$ cat config.mk
export PLATFORM = sky130hd
export DESIGN_NAME = lsu_load_stage
export DESIGN_NICKNAME = d
export VERILOG_FILES = /design/src/rtl/lsu_load_stage.sv
export SDC_FILE = /design/constraint.sdc
export NUM_CORES = 1
export LEC_CHECK = 0
export BUFFER_PORTS_ARGS = -buffer_cell sky130_fd_sc_hd__buf_4
export CORE_MARGIN = 8
export CORE_UTILIZATION = 49
export DETAILED_ROUTE_END_ITERATION = 10
export HOLD_SLACK_MARGIN = 0.06
export PLACE_DENSITY = 0.87
export SLEW_MARGIN = 20
export SYNTH_ARGS = -nofsm -noshare
export SYNTH_HDL_FRONTEND = slang
export SYNTH_SLANG_ARGS = --single-unit
$ cat constraint.sdc
create_clock -name clk -period 7.4 [get_ports clk]
set_clock_uncertainty 0.1 [all_clocks]
set_input_delay 0 -clock clk [delete_from_list [all_inputs] [get_ports clk]]
set_output_delay 0 -clock clk [all_outputs]
set_load 0.005 [all_outputs]
$ cat src/rtl/lsu_load_stage.sv
// lsu_load_stage: load-completion / writeback-select stage (one outstanding load, XLEN 32 or 64).
// Optional feature LSU_LOAD_MISALIGN_EXC_EN: misaligned loads complete at once with out_exc set.
module lsu_load_stage #(
  parameter  int XLEN = 32,
  localparam int AW   = $clog2(XLEN/8)
) (
  input  logic            clk,
  input  logic            rst_n,
  input  logic            flush,
  input  logic            in_valid,
  output logic            in_ready,
  input  logic            in_is_load,
  input  logic [1:0]      in_size,
  input  logic            in_unsigned,
  input  logic [AW-1:0]   in_addr_lo,
  input  logic            in_rf_we,
  input  logic [4:0]      in_rf_waddr,
  input  logic [XLEN-1:0] in_ex_result,
  input  logic [XLEN-1:0] in_pc,
  input  logic [31:0]     in_inst,
  input  logic            mem_rvalid,
  input  logic [XLEN-1:0] mem_rdata,
  output logic            out_valid,
  input  logic            out_ready,
  output logic            out_rf_we,
  output logic [4:0]      out_rf_waddr,
  output logic [XLEN-1:0] out_rf_wdata,
  output logic [XLEN-1:0] out_pc,
  output logic [31:0]     out_inst,
  output logic            out_exc,
  output logic            byp_valid,
  output logic            byp_pending,
  output logic [4:0]      byp_waddr,
  output logic [XLEN-1:0] byp_wdata,
  output logic [1:0]      dbg_state_o
);

  // Handshakes: a transfer happens on a rising edge where valid & ready are both high.
  // Once out_valid rises, the whole writeback bundle holds until out_ready (or flush).
  typedef enum logic [1:0] {
    S_EMPTY = 2'd0,
    S_WAIT  = 2'd1,
    S_FULL  = 2'd2,
    S_DRAIN = 2'd3
  } state_e;

  state_e          state_q;
  logic            rf_we_q;
  logic [1:0]      size_q;
  logic            unsigned_q;
  logic [AW-1:0]   addr_lo_q;

  logic            accept;
  logic            in_we_eff;
  logic            in_misalign;
  logic [AW-1:0]   held_off;
  logic [AW+2:0]   shamt;
  logic [XLEN-1:0] shifted;
  logic [XLEN-1:0] load_data;

  function automatic logic [AW-1:0] size_mask(input logic [1:0] size);
    logic [3:0] m;
    m = (4'd1 << size) - 4'd1;
    return m[AW-1:0];
  endfunction

  always_comb begin
    in_ready  = rst_n & ~flush &
                ((state_q == S_EMPTY) | ((state_q == S_FULL) & out_ready));
    accept    = in_valid & in_ready;
    in_we_eff = in_rf_we & (in_rf_waddr != 5'd0);
`ifdef LSU_LOAD_MISALIGN_EXC_EN
    in_misalign = in_is_load & ((in_addr_lo & size_mask(in_size)) != '0);
`else
    in_misalign = 1'b0;
`endif
    // Dropping sub-alignment address bits lets one shift serve every access size.
    held_off = addr_lo_q & ~size_mask(size_q);
    shamt    = {held_off, 3'b000};
    shifted  = mem_rdata >> shamt;
    case (size_q)
      2'd0:    load_data = unsigned_q ? XLEN'(shifted[7:0])  : XLEN'($signed(shifted[7:0]));
      2'd1:    load_data = unsigned_q ? XLEN'(shifted[15:0]) : XLEN'($signed(shifted[15:0]));
      2'd2:    load_data = unsigned_q ? XLEN'(shifted[31:0]) : XLEN'($signed(shifted[31:0]));
      default: load_data = shifted;
    endcase
  end

  always_ff @(posedge clk) begin
    if (!rst_n) begin
      state_q      <= S_EMPTY;
      rf_we_q      <= 1'b0;
      size_q       <= 2'd0;
      unsigned_q   <= 1'b0;
      addr_lo_q    <= '0;
      out_valid    <= 1'b0;
      out_rf_we    <= 1'b0;
      out_rf_waddr <= 5'd0;
      out_rf_wdata <= '0;
      out_pc       <= '0;
      out_inst     <= 32'd0;
      out_exc      <= 1'b0;
      byp_valid    <= 1'b0;
      byp_pending  <= 1'b0;
      byp_waddr    <= 5'd0;
      byp_wdata    <= '0;
    end else if (flush) begin
      out_valid   <= 1'b0;
      out_rf_we   <= 1'b0;
      byp_valid   <= 1'b0;
      byp_pending <= 1'b0;
      // An in-flight load still owes a response; DRAIN swallows it.
      case (state_q)
        S_WAIT:  state_q <= mem_rvalid ? S_EMPTY : S_DRAIN;
        S_DRAIN: if (mem_rvalid) state_q <= S_EMPTY;
        default: state_q <= S_EMPTY;
      endcase
    end else if (accept) begin
      out_rf_waddr <= in_rf_waddr;
      out_pc       <= in_pc;
      out_inst     <= in_inst;
      out_exc      <= in_misalign;
      byp_waddr    <= in_rf_waddr;
      rf_we_q      <= in_we_eff & ~in_misalign;
      size_q       <= in_size;
      unsigned_q   <= in_unsigned;
      addr_lo_q    <= in_addr_lo;
      if (in_is_load && !in_misalign) begin
        state_q      <= S_WAIT;
        out_valid    <= 1'b0;
        out_rf_we    <= 1'b0;
        out_rf_wdata <= '0;
        byp_valid    <= 1'b0;
        byp_pending  <= in_we_eff;
        byp_wdata    <= '0;
      end else begin
        state_q      <= S_FULL;
        out_valid    <= 1'b1;
        out_rf_we    <= in_we_eff & ~in_misalign;
        out_rf_wdata <= in_misalign ? '0 : in_ex_result;
        byp_valid    <= in_we_eff & ~in_misalign;
        byp_pending  <= 1'b0;
        byp_wdata    <= in_misalign ? '0 : in_ex_result;
      end
    end else begin
      case (state_q)
        S_WAIT: if (mem_rvalid) begin
          state_q      <= S_FULL;
          out_valid    <= 1'b1;
          out_rf_we    <= rf_we_q;
          out_rf_wdata <= load_data;
          byp_valid    <= rf_we_q;
          byp_pending  <= 1'b0;
          byp_wdata    <= load_data;
        end
        S_FULL: if (out_ready) begin
          state_q   <= S_EMPTY;
          out_valid <= 1'b0;
          out_rf_we <= 1'b0;
          byp_valid <= 1'b0;
        end
        S_DRAIN: if (mem_rvalid) state_q <= S_EMPTY;
        default: ;
      endcase
    end
  end

  assign dbg_state_o = state_q;

endmodule

=== Word level (Yosys, flattened, before mapping) ===
Cells that the tools add are included.

* Flip-flop bits (word level): 112
* Bits of input ports: 146
* Output and inout port bits: 146
* Word-level logic and storage cells: 75

* Add/sub/neg operators: 1
* Equality and inequality tests: 8
* Shift-type cells: 2
* Mux-type cells: 29
* Bitwise gates (word level): 10
* Reduce and logical (&&, ||, !) cells: 13

{| class="wikitable"
|+ Operators with widths
! kind !! number
|-
| 32-bit two-way mux || 6
|-
| 32-bit case mux with 2 select lines || 1
|-
| 32-bit by 5-bit >> shifter with 32-bit output || 1
|-
| 2-bit two-way mux || 7
|-
| 1-bit two-way mux || 11
|-
| 5-bit nonzero test || 2
|-
| 3-bit AND reduction || 3
|-
| 4-bit != test (second input constant) || 2
|-
| 3-bit != test (second input constant) || 2
|-
| 2-bit case mux with 3 select lines || 1
|-
| 1-bit AND || 5
|-
| 2-bit by 1-bit equality test with 1-bit output (second input constant) || 2
|-
| 2-bit equality test (second input constant) || 2
|-
| 2-bit logical NOT || 2
|-
| 1-bit case mux with 2 select lines || 2
|-
| 2-bit case mux with 2 select lines || 1
|-
| 2-bit AND reduction || 2
|-
| 2-bit nonzero test || 2
|-
| 3-bit nonzero test || 1
|-
| 2-bit AND || 1
|-
| 1-bit inverter || 2
|-
| 2-bit inverter || 1
|-
| 2-bit OR reduction || 1
|-
| 1-bit by 2-bit << shifter with 2-bit output (first input constant) || 1
|-
| 2 further kinds || 2
|}

=== Longest topological paths before layout ===
* Depth in word-level cells: 10
* Depth in mapped cells: 7
* Mapped depth without buffers: 6

=== Worst setup path after synthesis ===
Ideal clock, no wire load.

* Path type: flip-flop to flip-flop
* Start: register size_q[1]
* End: register byp_wdata[1]
* Library setup time: 122 ps
* Arrival time: 2124 ps
* Required time: 7178 ps
* Path slack: 5054 ps
* Cell stages (with the launch flop): 8
* Buffers on the path: 1
* Clock period less this slack: 2346 ps
* Cell sequence: dfxtp_1 or2_2 ha_1 nand2_2 buf_6 mux4_2 and3_1 a221o_1

* Longest elaborated chain between the ends: 10
* Elaborated cells between the ends (all ways): 13
* Classes of those cells: 1 x add/sub; 1 x eq/ne; 2 x shift; 6 x mux; 2 x bitwise; 1 x reduce/logical

{| class="wikitable"
|+ Ends and longest elaborated chain
! element !! line !! source
|-
| start: declaration || 49 || <nowiki>logic [1:0] size_q;</nowiki>
|-
| start signal: assignment || 125 || <nowiki>size_q <= in_size;</nowiki>
|-
| 1-bit by 2-bit << shifter with 2-bit output || 63 || <nowiki>m = (4'd1 << size) - 4'd1;</nowiki>
|-
| 2-bit by 1-bit subtractor with 2-bit output || 63 ||
|-
| 2-bit inverter || 78 || <nowiki>held_off = addr_lo_q & ~size_mask(size_q);</nowiki>
|-
| 2-bit AND || 78 ||
|-
| 32-bit by 5-bit >> shifter with 32-bit output || 80 || <nowiki>shifted = mem_rdata >> shamt;</nowiki>
|-
| 32-bit two-way mux, on equally long branches || 83, 82 ||
|-
| 32-bit case mux with 2 select lines (*) || 81 || <nowiki>case (size_q)</nowiki>
|-
| 32-bit two-way mux (*) || 147 || <nowiki>S_WAIT: if (mem_rvalid) begin</nowiki>
|-
| 32-bit two-way mux (*) || 146 || <nowiki>case (state_q)</nowiki>
|-
| 32-bit two-way mux (*) || 118 || <nowiki>end else if (accept) begin</nowiki>
|-
| end signal: assignment || 143 || <nowiki>byp_wdata <= in_misalign ? '0 : in_ex_result;</nowiki>
|-
| end signal: assignment || 154 || <nowiki>byp_wdata <= load_data;</nowiki>
|-
| end: declaration || 34 || <nowiki>output logic [XLEN-1:0] byp_wdata,</nowiki>
|}

Mark *: on every way between the ends. The rest lies on a longest branch, timed or not. The select of a mux whose other input is x is not followed.
A chain may end at the register's enable or synchronous reset.

=== Worst setup path after layout ===
* Start: register state_q[0] (netlist: dbg_state_o[0])
* End: register byp_wdata[14]

* Longest elaborated chain between the ends: 7
* Elaborated cells between the ends (all ways): 11
* Classes of those cells: 2 x eq/ne; 1 x mux; 4 x bitwise; 4 x reduce/logical

{| class="wikitable"
|+ Ends and longest elaborated chain
! element !! line !! source
|-
| start: declaration || 47 || <nowiki>state_e state_q;</nowiki>
|-
| start signal: assignment || 114 || <nowiki>S_WAIT: state_q <= mem_rvalid ? S_EMPTY : S_DRAIN;</nowiki>
|-
| 2-bit equality test || 69 || <nowiki>((state_q == S_EMPTY) | ((state_q == S_FULL) & out_ready));</nowiki>
|-
| 1-bit AND || 69 ||
|-
| 1-bit OR || 69 ||
|-
| 1-bit AND || 68 || <nowiki>in_ready = rst_n & ~flush &</nowiki>
|-
| 1-bit AND || 70 || <nowiki>accept = in_valid & in_ready;</nowiki>
|-
| 2-bit nonzero test (no source line) || -- ||
|-
| 3-bit AND reduction (no source line) || -- ||
|}

Parallel ways exist; a longest one is shown, timed or not.

==> impl_metrics.json <==
{
  "status": "finished, final reports clean",
  "holdPathStages": 4,
  "fmax_ghz": 0.2795,
  "synth.area.top_cells": "dfxtp_1 (42%), nand2_1 (12%), a21oi_1 (9.3%), buf_4 (6.3%), mux4_2 (3.8%)",
  "regArea_sq_um": 2242,
  "slew_viol_final": 0,
  "grt_setup_unrepaired": "false",
  "antenna_found_initial": 1,
  "initial_core_util_pct": 49.83,
  "placed_cell_area_sq_um": 7204,
  "design_area_sq_um": 8920,
  "dp.cells": 976,
  "peakVddDrop_v": 0.0001624,
  "cts.htree.levels": 3,
  "yosysMostFrequentCell": "nand2_1",
  "met1_usage_pct": 33.87,
  "startpoint_type": "register",
  "cts_setup_buffers": 0,
  "area.growth.synth_to_final_pct": 65.87,
  "clk_latency_ps": 380,
  "cts.repair.resized": 0,
  "drive_gt1_share_pct": 34.07,
  "synth_seq_cells": 112,
  "cpPeakStageDelay_ps": 930,
  "use_met2_pct": 56.13,
  "crit_top_cell": "dlygate4sd3_1",
  "num-fill-cells": 564,
  "setup_tns_ps": 0,
  "r2r_start": "dbg_state_o[0]",
  "vias_per_cell": 5.746,
  "maxSlewHeadroom_pct": 39.04,
  "max_cap_viol_count": 0,
  "setup_slack_ps": 3822,
  "ioPinCount": 292,
  "ys_warn_count": 0,
  "grt_pass1_wl_um": 37740,
  "crit_cells": 7,
  "routed_wl_um": 24500,
  "layout.nets": 1140,
  "crit_start": "dbg_state_o[0]",
  "setup_viol": 0,
  "holdWs_ps": 118.2,
  "gr-max-usage-layer": "met2",
  "multiInputGateArea_sq_um": 2587,
  "timing_worst_setup_path_type": "register to register",
  "end_kind": "register",
  "hpwl_um": 14120,
  "fin_cells": 1139,
  "cp.required_ps": 7630,
  "fp.coreArea_sq_um": 10790,
  "slowest_stage": "dfxtp_1",
  "r2r_cells": 7,
  "synth.distinct_cells": 50,
  "period_minus_slack_ps": 3578,
  "syn-instance-count": 630,
  "row_count": 38,
  "clock_sinks": 112,
  "clkTransAtPathRegs_ps": 110,
  "grt-ovfl-total": 0,
  "drc_errors": 0,
  "drt_iter0_markers": 588,
  "syn-cell-area_sq_um": 5378,
  "max_slew.worst_pin.slew_ps": 907.5,
  "die_area_sq_um": 14580,
  "path_max_fanout": 22,
  "synth_edf_count": 0,
  "synth_top_area_cell": "dfxtp_1",
  "firstDrtPassIters": 5,
  "grt_usage_pct": 32.48,
  "grt_pass1_vias": 6891,
  "cp.arrival_ps": 3800,
  "ant_nets": 0,
  "cts-root-buf": "clkbuf_8",
  "p_leak_nw": 3.902,
  "synth_nets": 777,
  "yosysSeqAreaShare_pct": 41.69,
  "clockBufferDepth": 2,
  "crit_family": "buffers and inverters",
  "grt_max_degree": 102,
  "path_buf_inv": 3,
  "p_total_mw": 1.377,
  "finalCritPeriodShare_pct": 48.35,
  "synth_ff_type": "dfxtp_1",
  "wl_per_cell_um": 21.51,
  "async_flop_share_pct": 0,
  "crit-reg2reg-capture": "byp_wdata[14]",
  "cts_tree": "yes",
  "portBuffers": 290,
  "finalCoreUtilization_pct": 82.65,
  "dp_slack_ps": 4575,
  "power_per_cell_area_nw_per_um2": 154.4,
  "cp-endpoint": "byp_wdata[14]",
  "die_y_um": 120.8,
  "hp-class": "input port to register",
  "ys_top_cells_by_count": "nand2_1 (170), dfxtp_1 (112), a21oi_1 (100)",
  "vias": 6545,
  "syn_area_per_cell_sq_um": 8.536,
  "hold_buffers": 143,
  "crit_chain": "nand4bb_1 > o31ai_4 > buf_8 > o221ai_1 > dlygate4sd3_1 > a31oi_1 > dlygate4sd3_1",
  "dieWidth_um": 120.8,
  "finalHoldViolations": 0,
  "use_met3_pct": 10.91,
  "cts_buffers": 9,
  "synth_top_cell_area_share_pct": 41.69,
  "gp_congestion": 0.8337,
  "ff2ff_setup_slack_ps": 3820
}
## cells by family (layout without fill, tap and decap cells)
logic type	Yosys count	in the layout	synth area share [%]
buffers and inverters	88	456	10.28
adders and majority gates	1	1	0.2326
and+or+nand+nor	241	241	20.80
other	1	2	0.06973
DFF	112	112	41.69
AOI/OAI and AO/OA	162	162	19.52
muxes	25	25	7.399
## tightest hold or removal path, stage by stage
cell	delay [ps]
buf_4	80
mux4_2	230
and3_1	160
a221o_1	90
## cell type report
cell class	instances	share of cell area (%)
inverter	2	0.08416
tap	140	1.964
timing repair buffer	438	41.23
sequential	112	25.14
antenna	1	0.02805
clock inverter	6	1.122
clock buffer	10	1.431
multi-input combinational	430	29.01
## placed cells by master (no fill, tap or decap), types with 3 or more instances in the layout
cell type | netlist | layout
a31oi_1 | 9 | 9
nor2b_1 | 17 | 17
nand2b_1 | 4 | 4
o221ai_1 | 21 | 21
mux2_2 | 3 | 3
nor4b_1 | 7 | 7
nand2_1 | 170 | 170
buf_4 | 45 | 292
nor2_1 | 12 | 12
clkbuf_8 | 0 | 9
dlygate4sd3_1 | 0 | 143
mux4_2 | 9 | 9
and3_1 | 8 | 8
mux2_1 | 12 | 12
a221o_1 | 8 | 8
dfxtp_1 | 112 | 112
a32oi_1 | 7 | 7
a211oi_1 | 3 | 3
a21oi_1 | 100 | 100
o21ai_1 | 3 | 3
nor3_1 | 6 | 6
## registers in the layout, summed over array words and instances (netlist names)
name         flops
byp_wdata       32
out_inst        32
out_pc          32
byp_waddr        5
addr_lo_q        2
dbg_state_o      2
size_q           2
byp_pending      1
byp_valid        1
out_valid        1
rf_we_q          1
unsigned_q       1
## worst min path at each step
| stage | start | end | slack (ps) |
|---|---|---|---|
| floorplan | flush | dbg_state_o[1] | -0.4 |
| global route | mem_rdata[3] | byp_wdata[3] | 100 |
| detailed placement | in_ex_result[6] | byp_wdata[6] | 130 |
| finish | mem_rdata[3] | byp_wdata[3] | 120 |
| CTS | mem_rdata[6] | byp_wdata[6] | 70 |
| global placement | in_ex_result[6] | byp_wdata[6] | 120 |
## report_power, final
part           switching [mW]  internal (mW)
registers              0.0209          0.626
logic                   0.129          0.177
clock network           0.227          0.197
total                   0.377           1.00
## routing by layer
metal	up-vias	routed length [um]
li1	2902	-
met1	3030	8478
met2	492	12130
met3	121	2643
met4	0	1251
met5	-	0
(Power assumes the default switching activity.)
